## src/rtl/alu_issue_ctrl.sv

```systemverilog
// Sequencing front-end for the 32-bit ALU: decode, operand steering, shift-add MULT.
// Optional illegal-op trap enabled by defining ALU_ISSUE_ILLEGAL_TRAP_EN.
module alu_issue_ctrl #(
    parameter int WIDTH     = 32,
    parameter int MUL_STEPS = 32
) (
    input  logic             clk,
    input  logic             reset,
    input  logic             start,
    input  logic [5:0]       opcode,
    input  logic [5:0]       funct,
    input  logic [WIDTH-1:0] rs_val,
    input  logic [WIDTH-1:0] rt_val,
    input  logic [15:0]      imm16,
    output logic [WIDTH-1:0] alu_value1,
    output logic [WIDTH-1:0] alu_value2,
    output logic [2:0]       alu_select,
    input  logic [WIDTH-1:0] alu_result,
    output logic             busy,
    output logic             done,
    output logic [WIDTH-1:0] result,
    output logic             zero,
    output logic             illegal
);

    typedef enum logic [1:0] {S_IDLE, S_ISSUE, S_MUL, S_DONE} state_t;

    localparam logic [2:0] SEL_AND = 3'd0;
    localparam logic [2:0] SEL_ADD = 3'd1;
    localparam logic [2:0] SEL_SUB = 3'd2;
    localparam logic [2:0] SEL_XOR = 3'd3;
    localparam logic [2:0] SEL_NOR = 3'd4;
    localparam logic [2:0] SEL_OR  = 3'd5;
    localparam logic [2:0] SEL_SLT = 3'd6;
    localparam logic [5:0] STEPS   = 6'(MUL_STEPS);

    function automatic logic [2:0] dec_sel(input logic [5:0] op, input logic [5:0] fn);
        dec_sel = SEL_ADD;
        if (op == 6'h00) begin
            case (fn)
                6'h22:   dec_sel = SEL_SUB;
                6'h24:   dec_sel = SEL_AND;
                6'h25:   dec_sel = SEL_OR;
                6'h26:   dec_sel = SEL_XOR;
                6'h27:   dec_sel = SEL_NOR;
                6'h2A:   dec_sel = SEL_SLT;
                default: dec_sel = SEL_ADD;
            endcase
        end else begin
            case (op)
                6'h0A:        dec_sel = SEL_SLT;
                6'h0C:        dec_sel = SEL_AND;
                6'h0D:        dec_sel = SEL_OR;
                6'h0E:        dec_sel = SEL_XOR;
                6'h04, 6'h05: dec_sel = SEL_SUB;
                default:      dec_sel = SEL_ADD;
            endcase
        end
    endfunction

    // Second operand source: 0 = rt, 1 = sign-extended imm, 2 = zero-extended imm
    function automatic logic [1:0] dec_src(input logic [5:0] op);
        case (op)
            6'h08, 6'h0A, 6'h23, 6'h2B: dec_src = 2'd1;
            6'h0C, 6'h0D, 6'h0E:        dec_src = 2'd2;
            default:                    dec_src = 2'd0;
        endcase
    endfunction

    function automatic logic is_mult(input logic [5:0] op, input logic [5:0] fn);
        is_mult = (op == 6'h00) && (fn == 6'h18);
    endfunction

`ifdef ALU_ISSUE_ILLEGAL_TRAP_EN
    function automatic logic is_legal(input logic [5:0] op, input logic [5:0] fn);
        if (op == 6'h00) begin
            case (fn)
                6'h20, 6'h22, 6'h24, 6'h25,
                6'h26, 6'h27, 6'h2A, 6'h18: is_legal = 1'b1;
                default:                    is_legal = 1'b0;
            endcase
        end else begin
            case (op)
                6'h08, 6'h0A, 6'h0C, 6'h0D, 6'h0E,
                6'h23, 6'h2B, 6'h04, 6'h05: is_legal = 1'b1;
                default:                    is_legal = 1'b0;
            endcase
        end
    endfunction
`endif

    state_t             state_q, state_d;
    logic [5:0]         op_q, fn_q;
    logic [WIDTH-1:0]   rs_q, rt_q;
    logic [15:0]        imm_q;
    logic [WIDTH-1:0]   acc_q, mcand_q, mplier_q;
    logic [5:0]         cnt_q;
    logic [WIDTH-1:0]   result_q;
    logic               zero_q;
    logic [WIDTH-1:0]   v1_q, v2_q, v1_d, v2_d;
    logic [2:0]         sel_q, sel_d;
    logic               accept;

    assign accept = (state_q == S_IDLE) && start;

    always_ff @(posedge clk) begin
        if (reset) state_q <= S_IDLE;
        else       state_q <= state_d;
    end

    always_comb begin
        state_d = state_q;
        v1_d    = v1_q;
        v2_d    = v2_q;
        sel_d   = sel_q;
        unique case (state_q)
            S_IDLE: begin
                if (start) begin
                    if (is_mult(opcode, funct)) state_d = S_MUL;
                    else                        state_d = S_ISSUE;
`ifdef ALU_ISSUE_ILLEGAL_TRAP_EN
                    if (!is_legal(opcode, funct)) state_d = S_DONE;
`endif
                end
            end
            S_ISSUE: begin
                v1_d  = rs_q;
                sel_d = dec_sel(op_q, fn_q);
                case (dec_src(op_q))
                    2'd1:    v2_d = {{(WIDTH-16){imm_q[15]}}, imm_q};
                    2'd2:    v2_d = {{(WIDTH-16){1'b0}}, imm_q};
                    default: v2_d = rt_q;
                endcase
                state_d = S_DONE;
            end
            S_MUL: begin
                if (cnt_q == STEPS) begin
                    state_d = S_DONE;
                end else begin
                    v1_d  = acc_q;
                    v2_d  = mplier_q[0] ? mcand_q : '0;
                    sel_d = SEL_ADD;
                end
            end
            S_DONE: state_d = S_IDLE;
        endcase
    end

    // ALU-facing registers track what was last driven so idle cycles hold it
    always_ff @(posedge clk) begin
        if (reset) begin
            v1_q  <= '0;
            v2_q  <= '0;
            sel_q <= SEL_ADD;
        end else begin
            v1_q  <= v1_d;
            v2_q  <= v2_d;
            sel_q <= sel_d;
        end
    end

    always_ff @(posedge clk) begin
        if (reset) begin
            op_q     <= '0;
            fn_q     <= '0;
            rs_q     <= '0;
            rt_q     <= '0;
            imm_q    <= '0;
            acc_q    <= '0;
            mcand_q  <= '0;
            mplier_q <= '0;
            cnt_q    <= '0;
            result_q <= '0;
            zero_q   <= 1'b1;
        end else begin
            if (accept) begin
                op_q     <= opcode;
                fn_q     <= funct;
                rs_q     <= rs_val;
                rt_q     <= rt_val;
                imm_q    <= imm16;
                acc_q    <= '0;
                mcand_q  <= rs_val;
                mplier_q <= rt_val;
                cnt_q    <= '0;
`ifdef ALU_ISSUE_ILLEGAL_TRAP_EN
                if (!is_legal(opcode, funct)) begin
                    result_q <= '0;
                    zero_q   <= 1'b1;
                end
`endif
            end
            if (state_q == S_ISSUE) begin
                result_q <= alu_result;
                zero_q   <= (alu_result == '0);
            end
            if (state_q == S_MUL) begin
                if (cnt_q == STEPS) begin
                    result_q <= acc_q;
                    zero_q   <= (acc_q == '0);
                end else begin
                    acc_q    <= alu_result;
                    mcand_q  <= mcand_q << 1;
                    mplier_q <= mplier_q >> 1;
                    cnt_q    <= cnt_q + 6'd1;
                end
            end
        end
    end

`ifdef ALU_ISSUE_ILLEGAL_TRAP_EN
    logic illegal_q;
    always_ff @(posedge clk) begin
        if (reset)       illegal_q <= 1'b0;
        else if (accept) illegal_q <= !is_legal(opcode, funct);
    end
    assign illegal = illegal_q;
`else
    assign illegal = 1'b0;
`endif

    assign alu_value1 = v1_d;
    assign alu_value2 = v2_d;
    assign alu_select = sel_d;
    assign busy       = (state_q != S_IDLE);
    assign done       = (state_q == S_DONE);
    assign result     = result_q;
    assign zero       = zero_q;

endmodule

```

## config.mk

```make
export PLATFORM = sky130hd
export DESIGN_NAME = alu_issue_ctrl
export DESIGN_NICKNAME = d
export VERILOG_FILES = /design/src/rtl/alu_issue_ctrl.sv
export SDC_FILE = /design/constraint.sdc
export NUM_CORES = 1
export LEC_CHECK = 0
export ABC_AREA = 0
export CAP_MARGIN = 15
export CORE_MARGIN = 10
export CORE_UTILIZATION = 40
export CTS_CLUSTER_SIZE = 16
export DETAILED_ROUTE_END_ITERATION = 10
export PLACE_DENSITY = 0.74
export SLEW_MARGIN = 20
export SYNTH_ARGS = -nofsm -noshare
export SYNTH_HDL_FRONTEND = slang
export SYNTH_SLANG_ARGS = --single-unit
export TNS_END_PERCENT = 50
```

## constraint.sdc

```tcl
create_clock -name clk -period 3 [get_ports clk]
set_clock_uncertainty 0.15 [all_clocks]
set_input_delay 0.3 -clock clk [delete_from_list [all_inputs] [get_ports clk]]
set_output_delay 0.3 -clock clk [all_outputs]
set_load 0.02 [all_outputs]
```

; After elaboration in Yosys (flattened, before gate mapping)
; Cells that the tools add are included.
[totals]
reg_bits = 296
wordCells = 87
in_bits = 127
out_inout_bits = 103
[classes]
add_sub_neg = 1
reduce_logical = 12
n_eq_ne = 24
muxes = 35
[ops]
columns = op, count
row1 = 32-bit 2-to-1 mux, 15
row2 = 32-bit one-hot mux with 2 select lines, 3
row3 = 32-bit zero test, 2
row4 = 6-bit equality test (second input constant), 9
row5 = 6-bit by 4-bit equality test with 1-bit output (second input constant), 5
row6 = 6-bit 2-to-1 mux, 3
row7 = 3-bit one-hot mux with 6 select lines, 1
row8 = 3-bit one-hot mux with 5 select lines, 1
row9 = 6-bit by 3-bit equality test with 1-bit output (second input constant), 2
row10 = 6-bit zero test, 2
row11 = 2-bit 2-to-1 mux, 4
row12 = 2-bit one-hot mux with 4 select lines, 1
row13 = 6-bit by 1-bit adder with 6-bit output (second input constant), 1
row14 = 2-bit equality test (second input constant), 3
row15 = 6-bit by 5-bit equality test with 1-bit output (second input constant), 1
row16 = 3-bit 2-to-1 mux, 2
row17 = 3-bit one-hot mux with 2 select lines, 1
row18 = 2-bit by 1-bit equality test with 1-bit output (second input constant), 2
row19 = 2-bit != test (second input constant), 2
row20 = 2-bit one-hot mux with 2 select lines, 1
row21 = 4-bit OR reduction, 1
row22 = 1-bit 2-to-1 mux, 3
row23 = 3-bit OR reduction, 1
row24 = 1-bit logical AND, 2
row25 = 4 further kinds, 4

; Depth between registers and ports, before layout
[logic_depth]
word_depth = 7
ltp_mapped = 12
ltp_nobuf = 9

; Worst setup path after synthesis
; OpenSTA, ideal clock, no wires.
[synth_path]
kind = register -> output
from = reg op_q[3]
to = out alu_value2[1]
arrival_ns = 2.475
setup_slack_ns = 0.075
n_path_buf = 3
required_ns = 2.550
stages_incl_launch_ff = 12
cell_sequence = dfxtp_1 -> clkbuf_1 -> nor3b_1 -> a31oi_1 -> or3_1 -> ha_1 -> o21ba_2 -> clkbuf_1 -> buf_2 -> a22oi_1 -> a2bb2oi_1 -> nand2_1
[synth_between]
elab_chain_cells = 7
elab_cells_between_ends = 15
classes_between = 9 x eq/ne / 4 x mux / 2 x reduce/logical
[synth_lines]
columns = item, line_no
row1 = "start, declared", 93  ; logic [5:0] op_q, fn_q;
row2 = "start signal, assigned", 177  ; op_q <= opcode;
row3 = 6-bit by 4-bit equality test with 1-bit output / 6-bit equality test (equally long branches), 63  ; case (op)
row4 = 4-bit OR reduction / 3-bit OR reduction (equally long branches), 63
row5 = 2-bit one-hot mux with 2 select lines *, 63
row6 = 2-bit 2-to-1 mux *, 116  ; unique case (state_q)
row7 = 2-bit equality test / 2-bit by 1-bit equality test with 1-bit output (equally long branches), 129  ; case (dec_src(op_q))
row8 = 32-bit one-hot mux with 2 select lines *, 129
row9 = 32-bit one-hot mux with 2 select lines *, 116
row10 = "end, declared", 16  ; output logic [WIDTH-1:0] alu_value2,
; Mark *: on every way between the ends. The rest lies on a longest branch, timed or not. The select of a mux whose other input is x is not followed.

; Final worst setup path
[layout_path]
from = reg op_q[0]
to = out alu_value2[1]
; Same word-level chain as after synthesis.

==> impl_metrics.ini <==
[outcome]
status = complete, but fails checks
violations = negative setup slack

[synth]
avgSynthCellArea_um2 = 8.645
ys.flop_type = dfxtp_1
synth_cell_type_count = 58
syn-cell-area_mm2 = 0.01197
synth_enable_flop_cells = 0
ys_ff_latch = 296
yosysWarnings = 0
synthArstFlopShare = 0
syn_inst = 1385
yosysSeqAreaShare = 0.4949
synth.largest_area_cell = dfxtp_1
synth_top_area_share = 0.4949
synth.net_count = 1520
synthTopCellsByArea = dfxtp_1 (49%), nand2_1 (9.2%), a21oi_1 (4.8%)

[sta]
period_minus_slack_ns = 3.255
setup_ws_ns = -0.2552
fmax_mhz = 307.2
finalMaxSlewViolations = 0
tightest_slew_ns = 0.6840
rsz0062_at_grt = yes
hold_viol = 0
setup_viol = 36
post-route-period-util = 1.085
max_slew_margin = 0.5440

[global_routing]
grt_pass1_wl_um = 63620
antenna_found_initial = 2
overflow = 0
grt_pass1_vias = 11060
grt.total_usage = 0.2133
grt_max_degree = 95

[clock_tree]
clockBufferDepth = 3
cts-buffers-inserted = 31
cts_tree = done
clockRootBuffer = clkbuf_16
htree_levels = 1
clk_pin_slew_ns = 0.06
cts.sinks = 296
cts_hold_buffers = 0
clock_latency_ns = 0.56

[power]
netSwitchingFraction = 0.3648
p_comb_frac = 0.357
p_seq_frac = 0.380
p_leak_nw = 6.864
powerDensity_mw_per_mm2 = 877.2
power.total_mw = 14.31
pwr-share-clk = 0.263
p_sw_mw = 5.219
peakVddDrop_mv = 0.4626
internal_power_mw = 9.087

[floorplan]
die_x_um = 193.0
std_cell_rows = 63
core_area_mm2 = 0.02956
start_util = 0.4051
die_y_um = 193.0
dieArea_mm2 = 0.03725
design.portCount = 230

[detailed_routing]
drtPass1Iterations = 6
wl_per_cell_um = 20.69
dr.first_iter.drc_count = 1263
drc_errors = 0
vias = 11710
wirelength_um = 42670
viasPerCell = 5.677
ant_nets = 0

[final_layout]
layout_commonest_cell = nand2_1
area_delta_synth_final_pct = 36.21
drive_gt1_frac = 0.1754
fillers = 2715
layout_common_cells = nand2_1 (292), dfxtp_1 (290), clkdlybuf4s50_1 (160)
final-seq-area_mm2 = 0.005936
fin_util = 0.5517
nNetsFinal = 1783
multi_input_area_mm2 = 0.005527

[placed_design]
dp_slack_ns = -0.2067
portBuffers = 228
place.gp.congestion = 0.8887
dp_hpwl_um = 28950

[setup_path]
cp.required_ns = 2.55
worstPathMaxFanout = 16
arrival_ns = 2.81
slowest_delay_ns = 0.36
path_class = flip-flop to primary output
setup.worst_path.start_class = flip-flop
cp_cell_sequence = nor3b_2 -> a31oi_1 -> or3_4 -> ha_4 -> o21ba_2 -> buf_12 -> a22oi_1 -> a2bb2oi_2 -> nand2_1 -> buf_2
end_kind = primary output
critPathSlowestCell = or3_4

[run]
maxCapViolations = 0

[hold_path]
hp-class = primary input to flip-flop
## cell families after synthesis
| kind of cell | after synthesis | share of synthesized area |
|---|---|---|
| xor+xnor | 3 | 0.002195 |
| buf+inv | 174 | 0.06531 |
| other cells | 1 | 0.0003132 |
| compound gates | 350 | 0.2183 |
| flops | 296 | 0.4949 |
| mux | 34 | 0.02863 |
| fa+ha+maj | 8 | 0.008360 |
| simple gates | 519 | 0.1820 |
## per-stage QoR
stage                     hold WS (ns)  TNS (ns)  area (um2)  std cells
after CTS                       0.1302    -5.817       16150       2048
final                           0.1397    -5.361       16310       2062
after global placement          0.2899   -0.9867       14690       1931
after floorplan                 0.2755         0       11970       1385
after detailed placement        0.2961    -3.799       14690       1931
after global routing            0.1415    -10.81       16310       2062
## Yosys cell counts, drive strengths merged (3+ instances only)
cell	number
or3	3
a22oi	16
o21ai	5
nand3	9
nor3	5
a311oi	62
a31oi	4
mux2i	32
a2bb2oi	16
nand4	6
a22o	34
nor4	13
nor2	149
nand3b	4
buf	50
inv	59
a21oi	115
ha	8
clkbuf	65
nor4b	3
nor2b	3
dfxtp	296
nand2b	18
nand2	294
a222oi	47
a211oi	38
a21o	4
## metal layers
| layer | GRT usage | vias to the layer above | share of wire |
|---|---|---|---|
| met5 | 0 | - | 0 |
| met2 | 0.3348 | 624 | 0.45 |
| met1 | 0.2838 | 5580 | 0.41 |
| li1 | - | 5426 | - |
| met4 | 0.07278 | 0 | 0.031 |
| met3 | 0.04874 | 75 | 0.10 |
## sequential cells by signal, summed over array words and instances, names as in the netlist, 32 cells and up
name / flops
v1_q: 32
mcand_q: 32
acc_q: 32
rs_q: 32
result: 32
rt_q: 32
mplier_q: 32
v2_q: 32
## critical path: cells and delay by family, from the launching register on
| kind | cells | cell delay [ns] |
|---|---|---|
| compound gates | 4 | 0.67 |
| fa+ha+maj | 1 | 0.32 |
| simple gates | 3 | 0.61 |
| flops | 1 | 0.33 |
| buf+inv | 2 | 0.32 |
## path summary, 6_finish.rpt
| path | from | end | slack, ns | cells past startpoint |
|---|---|---|---|---|
| min | reset | v2_q[18]$_SDFF_PP0_ | 0.14 | 2 |
| max reg2reg | op_q[0]$_SDFFE_PP0P_ | v2_q[26]$_SDFF_PP0_ | 0.04 | 15 |
| max | op_q[0]$_SDFFE_PP0P_ | alu_value2[1] | -0.26 | 10 |
| min reg2reg | fn_q[5]$_SDFFE_PP0P_ | fn_q[5]$_SDFFE_PP0P_ | 0.30 | 2 |
## final cells by class
class | instances | share of cell area
Tap cell | 390 | 0.02992
Sequential cell | 296 | 0.3639
Clock inverter | 8 | 0.004219
Timing Repair Buffer | 345 | 0.1924
Antenna cell | 2 | 0.0003069
Clock buffer | 47 | 0.05677
Inverter | 59 | 0.01358
Multi-Input combinational cell | 915 | 0.3389
## power by group through the flow
stage / registers (mW) / logic, mW / clock network (mW)
2_1_floorplan: 5.32 / 2.95 / 0
3_3_place_gp: 5.43 / 4.48 / 0
3_5_place_dp: 5.44 / 4.56 / 0
4_1_cts: 5.39 / 4.79 / 3.81
5_1_grt: 5.50 / 5.50 / 3.98
6_report: 5.43 / 5.11 / 3.76
## timing repair
action / 4_1_cts / 5_1_grt
cloned: 0 / 3
gates resized for setup: 261 / 56
endpoints found under the setup margin: 67 / 66
buffers inserted: 62 / 9
pin swaps: 37 / 34
Note: power is estimated with default switching activity, not from simulation.
